[src/rtl/piso_pkg.sv]
// Shared types and defaults for the parallel-in / serial-out transmitter.
package piso_pkg;

    localparam int PISO_WIDTH_DEFAULT = 8;

    typedef enum logic {
        IDLE,
        SHIFT
    } state_t;

endpackage

[src/rtl/piso_shifter_bit_counter.sv]
// Up-counter with synchronous clear and terminal-count flag at MAX.
module bit_counter #(
    parameter int CW  = 3,
    parameter int MAX = 7
) (
    input  logic          CLK,
    input  logic          RST_N,
    input  logic          CLR,
    input  logic          EN,
    output logic [CW-1:0] COUNT,
    output logic          TC
);

    localparam logic [CW-1:0] MAX_C = CW'(MAX);

    logic [CW-1:0] count_q;
    logic [CW-1:0] count_d;

    always_comb begin
        count_d = count_q;
        if (CLR) begin
            count_d = '0;
        end else if (EN) begin
            count_d = count_q + CW'(1);
        end
    end

    always_ff @(posedge CLK or negedge RST_N) begin
        if (!RST_N) begin
            count_q <= '0;
        end else begin
            count_q <= count_d;
        end
    end

    assign COUNT = count_q;
    assign TC    = (count_q == MAX_C);

endmodule

[src/rtl/piso_shifter.sv]
// Parallel-in, serial-out shifter: loads a word on valid/ready and streams it
// LSB-first, one bit per enabled clock, with a one-cycle DONE afterwards.
module piso_shifter
    import piso_pkg::*;
#(
    parameter int  WIDTH = PISO_WIDTH_DEFAULT,
    localparam int CW    = $clog2(WIDTH)
) (
    input  logic             CLK,
    input  logic             RST_N,
    input  logic [WIDTH-1:0] DIN,
    input  logic             LOAD_VALID,
    output logic             LOAD_READY,
    input  logic             SHIFT_EN,
    output logic             SOUT,
    output logic             SOUT_VALID,
    output logic             SOUT_LAST,
    output logic             DONE
);

    localparam logic [CW-1:0] LAST_IDX = CW'(WIDTH - 1);

    state_t           state_q, state_d;
    logic [WIDTH-1:0] shreg_q, shreg_d;
    logic             done_q,  done_d;

    logic [CW-1:0]    bit_count;
    logic             bit_tc;
    logic             cnt_clr;
    logic             cnt_en;

    // Counter is held at zero throughout IDLE so every word starts from bit 0.
    assign cnt_clr = (state_q == IDLE) || (SHIFT_EN && bit_tc);
    assign cnt_en  = (state_q == SHIFT) && SHIFT_EN;

    bit_counter #(
        .CW  (CW),
        .MAX (WIDTH - 1)
    ) u_bit_counter (
        .CLK   (CLK),
        .RST_N (RST_N),
        .CLR   (cnt_clr),
        .EN    (cnt_en),
        .COUNT (bit_count),
        .TC    (bit_tc)
    );

    always_comb begin
        state_d = state_q;
        shreg_d = shreg_q;
        done_d  = 1'b0;
        case (state_q)
            IDLE: begin
                if (LOAD_VALID) begin
                    shreg_d = DIN;
                    state_d = SHIFT;
                end
            end
            SHIFT: begin
                if (SHIFT_EN) begin
                    if (bit_tc) begin
                        shreg_d = '0;
                        state_d = IDLE;
                        done_d  = 1'b1;
                    end else begin
                        shreg_d = {1'b0, shreg_q[WIDTH-1:1]};
                    end
                end
            end
            default: begin
                state_d = IDLE;
                shreg_d = '0;
            end
        endcase
    end

    always_ff @(posedge CLK or negedge RST_N) begin
        if (!RST_N) begin
            state_q <= IDLE;
            shreg_q <= '0;
            done_q  <= 1'b0;
        end else begin
            state_q <= state_d;
            shreg_q <= shreg_d;
            done_q  <= done_d;
        end
    end

    // Outputs depend on registered state only; DIN/LOAD_VALID never reach them.
    assign LOAD_READY = (state_q == IDLE);
    assign SOUT_VALID = (state_q == SHIFT);
    assign SOUT       = (state_q == SHIFT) && shreg_q[0];
    assign SOUT_LAST  = (state_q == SHIFT) && (bit_count == LAST_IDX);
    assign DONE       = done_q;

endmodule

[config.mk]
export PLATFORM = sky130hd
export DESIGN_NAME = piso_shifter
export DESIGN_NICKNAME = d
export VERILOG_FILES = /design/src/rtl/piso_pkg.sv /design/src/rtl/piso_shifter_bit_counter.sv /design/src/rtl/piso_shifter.sv
export SDC_FILE = /design/constraint.sdc
export NUM_CORES = 1
export LEC_CHECK = 0
export CORE_MARGIN = 1.5
export CORE_UTILIZATION = 44
export CTS_BUF_LIST = sky130_fd_sc_hd__clkbuf_4 sky130_fd_sc_hd__clkbuf_8
export DETAILED_ROUTE_END_ITERATION = 10
export GPL_TIMING_DRIVEN = 0
export PLACE_DENSITY = 0.76
export REMOVE_ABC_BUFFERS = 1
export SYNTH_ARGS = -nofsm -noshare
export SYNTH_HDL_FRONTEND = slang
export SYNTH_SLANG_ARGS = --single-unit
[constraint.sdc]
create_clock -name CLK -period 1.6 [get_ports CLK]
set_clock_uncertainty 0.15 [all_clocks]
set_input_delay 0.24 -clock CLK [delete_from_list [all_inputs] [get_ports CLK]]
set_output_delay 0.24 -clock CLK [all_outputs]
set_load 0.02 [all_outputs]
**Yosys cells after proc, flatten, opt, wreduce, memory -nomap -nowiden**

Cells that the tools add are included.

- Register bits: 13
- Memories kept: 0
- Memory bits (writable): 0
- Bits in latches: 0
- ROM bits: 0
- Logic and storage cells: 29

- Muxes and demuxes: 13
- Reduce and logical (&&, ||, !) cells: 7
- $mul: 0
- Bitwise gates (word level): 1
- Equality and inequality tests: 3
- $lt $le $gt $ge: 0
- Shift-type cells: 0
- Divide/modulo/power cells: 0
- $add $sub $neg: 1

Operators with widths:

| cell | number |
|---|---|
| $mux 8 | 2 |
| $pmux 8 s2 | 1 |
| $mux 7 | 1 |
| $mux 1 | 6 |
| $mux 3 | 2 |
| $logic_and 1x1->1 | 4 |
| $ne 2x2->1 const B | 2 |
| $add 3x1->3 const B | 1 |
| $eq 3x3->1 const B | 1 |
| $pmux 1 s2 | 1 |
| $reduce_and 2->1 | 1 |
| $reduce_bool 2->1 | 1 |
| $logic_or 1x1->1 | 1 |
| $not 1->1 | 1 |

**Logic depth before layout (Yosys ltp)**

- Depth in word-level cells: 4
- Mapped depth: 6
- Depth with buffers taken out: 5

**By module**

A second synthesis with hierarchy kept.

- Cell total of the unflattened synthesis: 60
- Area, all modules: 643.1 µm²

By module, submodules not included:

| module | times used | sequential area each (µm²) | cells an instance | area each (µm²) |
|---|---|---|---|---|
| piso_shifter | 1 | 250.2 | 49 | 503.0 |
| bit_counter | 1 | 75.1 | 11 | 140.1 |

**Worst setup path before layout**

No wires, ideal clock.

- Path type: reg-to-reg
- From: register u_bit_counter.count_q[0] (netlist: u_bit_counter.COUNT[0])
- To: register shreg_q[0]
- Arrival time: 1.281 ns
- Setup slack: 0.095 ns
- Buffers on the path: 1
- Setup time: 0.074 ns
- Required time: 1.376 ns
- Stages on the path, launching flop included: 7
- Cells stage by stage: dfrtp_1 ha_1 ha_1 nor2b_1 clkbuf_1 a22oi_1 o21ai_2

- Word-level cells in the longest chain between the ends: 4

Ends and longest elaborated chain:

| what | line | source |
|---|---|---|
| start, declared | piso_shifter_bit_counter.sv:16 | `logic [CW-1:0] count_q;` |
| start signal, assigned | piso_shifter_bit_counter.sv:32 | `count_q <= count_d;` |
| $eq 3x3->1 | piso_shifter_bit_counter.sv:37 | `assign TC = (count_q == MAX_C);` |
| $mux 7 | piso_shifter.sv:61 | `if (bit_tc) begin` |
| $mux 8 | piso_shifter.sv:60 | `if (SHIFT_EN) begin` |
| $pmux 8 s2 | piso_shifter.sv:52 | `case (state_q)` |
| end signal, assigned | piso_shifter.sv:84 | `shreg_q <= shreg_d;` |
| end, declared | piso_shifter.sv:24 | `logic [WIDTH-1:0] shreg_q, shreg_d;` |

Every way passes these cells. The select of a mux whose other input is x is not followed.
A chain may end at the register's enable or synchronous reset.

**Final worst setup path**

- From: register u_bit_counter.count_q[1] (netlist: u_bit_counter.COUNT[1])
- To: output port SOUT_LAST

- Word-level cells in the longest chain between the ends: 2

Ends and longest elaborated chain:

| what | line | source |
|---|---|---|
| $eq 3x3->1 | piso_shifter.sv:93 | `assign SOUT_LAST = (state_q == SHIFT) && (bit_count == LAST_IDX);` |
| $logic_and 1x1->1 | piso_shifter.sv:93 |  |
| end, declared | piso_shifter.sv:17 | `output logic SOUT_LAST,` |

Every way passes these cells.

==> metrics <==
status=finished, violations left; failing checks=negative setup slack; Final ANT Viol Nets=0; EDFF count, synth=0; Overflow after GRT=0; WL final=1.33 mm; Max Clk Rate=just under 0.6 GHz; Top delay family on crit path=flip-flops; Worst EP required=~1.2 ns; CTS clock-pin slew for the worst setup and hold paths=0.08 ns; Clock Power Share=roughly 18%; reg2reg end=shreg_q[1]; Reg power frac=40.8%; DRC=0; launch point of the worst path=u_bit_counter.COUNT[1]; gpl congestion=~0.68; clock buffer depth=2; post-layout minimum cycle time=1.69 ns; Slew Viols, Final=0; Hold Crit Class=primary input to asynchronous set/reset pin; fraction of layout cells with a size suffix above 1=24.1%; critical path depth=4; synth unique cells=20; slowest cell on the critical path=dfrtp_1; Worst Max-Slew Pin Slew=0.586 ns; HPWL after DPL=a little over 900 um; root buf cell=clkbuf_4; Multi-input gate area=around 330 um^2; Setup crit end kind=primary output; Ys Warns=0; setup slack after layout=-0.0856 ns; via count=521; crit path cell chain=ha_2 > ha_4 > and2_4 > buf_6; fin crit share=105%; PD cells=roughly 1400 nW/um^2; CTS tree=built; sequential fraction of the synthesis area=about half; Sw Pwr=430 uW; syn avg cell area=10.5 um^2; Max-slew headroom=60.8%; first-pass GRT wire length=2.35 mm; final net count=99; synthesized area=661 um^2; worst setup path endpoint=SOUT_LAST; Cell Count, Final, Fillers Out=98; clock sinks=13; max_cap viols=0; Hold-fix buffers, CTS=0; Yosys top cell area share=between 40% and 50%; Tot Pwr=~1.2 mW; r2r worst-path depth=5; Die Ht=41.8 um; Buf/Inv on CP=1; crit path DAT=1.30 ns; leakage power figure=0.419 nW; FF-to-FF Start=u_bit_counter.COUNT[1]; Worst setup SP type=register; met3 GRT Util=3.04%; Fillers=117; vias in the first global route=528; internal power=818 uW; Die Width=41.8 um; row cnt=13; unrepaired setup endpoints after global routing=true; Post-synth ARST share=100%; Clk Latency, worst-skew pair=around 0.27 ns; post-synth top area cell=dfrtp_1; count leader, synth=dfrtp_1; Top FF cell, synth=dfrtp_1; # setup viols final=1; diode count=0; combinational share of power=41.3%; slowest stage delay, CP=0.38 ns; R2R Setup Slk=0.12 ns; CTS H-tree depth=1; Syn Inst Count=between 60 and 70; 1st-pass router iterations=4; Num CTS Buffers=3; Reg area=327 um^2; WL/cell=13.5 um; CP max FO=2; DRT iter0 DRCs=8; Area growth syn-to-layout=34.3%; dominant cells by area after synthesis=dfrtp_1 49%, a22oi_1 8.0%, ha_1 5.7%, nand2_1 4.5%, o21ai_2 4.0%; met1 Use GR=between 20% and 30%; Max rail drop VDD=0.689 mV; IO Pins=17; GR Util met2=29.4%; largest net degree at the start of global routing=15; post-synthesis register bit count=13; GRT Total Usage=17.9%; port bufs=16; full die area=roughly 1700 um^2; placed insts=90; Crit Path Category=register to primary output; Net Sw Frac=34.4%; vias per cell=5.32; initial antenna violation count=0; busiest grt layer=met2; Core Area=1350 um^2; final hold violations=0; top cells by count, synth=13 x dfrtp_1, 8 x nand2_1, 7 x a22oi_1; Initial Util=48.9%
## final cells by class
type,count,area share [%]
flip-flops and latches,13,36.8
clock buffers,4,3.39
repair buffers,20,20.6
well taps,15,2.12
inverters,1,0.423
multi-input cells,45,36.7
## per-stage QoR
| stage | area, um^2 | setup TNS (ns) | hold WS [ns] | utilization (%) | setup WS, ns |
|---|---|---|---|---|---|
| final | 887 | -0.0856 | 0.182 | 65.7 | -0.0856 |
| after global routing | 887 | -0.128 | 0.243 | 65.7 | -0.128 |
| after global placement | 808 | -1.54 | 0.306 | 59.9 | -0.300 |
| after detailed placement | 808 | -1.52 | 0.321 | 59.9 | -0.302 |
| after floorplan | 629 | 0 | -0.206 | - | 0.0768 |
| after CTS | 856 | -0.122 | 0.195 | 63.4 | -0.122 |
## layer usage
layer	up-vias	part of all wire, %
met2	12	53
li1	260	-
met5	-	0
met4	0	1.2
met1	247	43
met3	2	2.7
## how the worst min path moves through the flow
stage	cells past startpoint	startpoint	endpoint	slack [ns]
after floorplan	0	RST_N	DONE	-0.21
after global placement	2	shreg_q[0]	shreg_q[0]	0.31
after detailed placement	2	shreg_q[5]	shreg_q[5]	0.32
after CTS	1	RST_N	shreg_q[0]	0.20
after global routing	1	RST_N	shreg_q[0]	0.24
final	1	RST_N	shreg_q[0]	0.18
## sequential cells by signal (all words and copies together), names as in the netlist
name                 cells
shreg_q                  8
u_bit_counter.COUNT      3
DONE                     1
SOUT_VALID               1
## cells by family after synthesis
logic type	synth area share (%)
DFF	49.2
buffers and inverters	5.30
AOI/OAI and AO/OA	18.2
and+or+nand+nor	15.2
muxes	6.44
adders and majority gates	5.68
## cell usage in the layout (no fill, tap or decap)
cell type         n
nand3b_1          1
o21ai_0           1
and2_1            1
buf_6             1
buf_4             4
o21ai_1           4
nor2b_1           3
clkbuf_4          4
a31oi_1           1
dfrtp_1          12
nand2_1           8
a22oi_1           7
nor2_1            5
buf_2             1
dfrtp_2           1
o21ai_2           3
and2_4            1
a21oi_1           2
ha_2              1
mux2i_4           1
nor2b_4           1
clkdlybuf4s50_1  11
and3_1            1
ha_4              1
inv_2             1
mux2i_1           2
ha_1              1
dlygate4sd2_1     3
## repair_timing
| item | CTS | global route |
|---|---|---|
| gates resized for setup | 16 | 5 |
| setup endpoints to repair | 12 | 8 |
| buffers inserted | 3 | 1 |
| pin swaps | 0 | 1 |
## power groups by stage
stage	Combinational (mW)	Clock, mW	Sequential, mW
3_3_place_gp	0.421	0	0.518
6_report	0.516	0.224	0.509
4_1_cts	0.466	0.226	0.507
2_1_floorplan	0.287	0	0.513
5_1_grt	0.580	0.242	0.525
3_5_place_dp	0.433	0	0.526
Note: power is estimated with default switching activity, not from simulation.
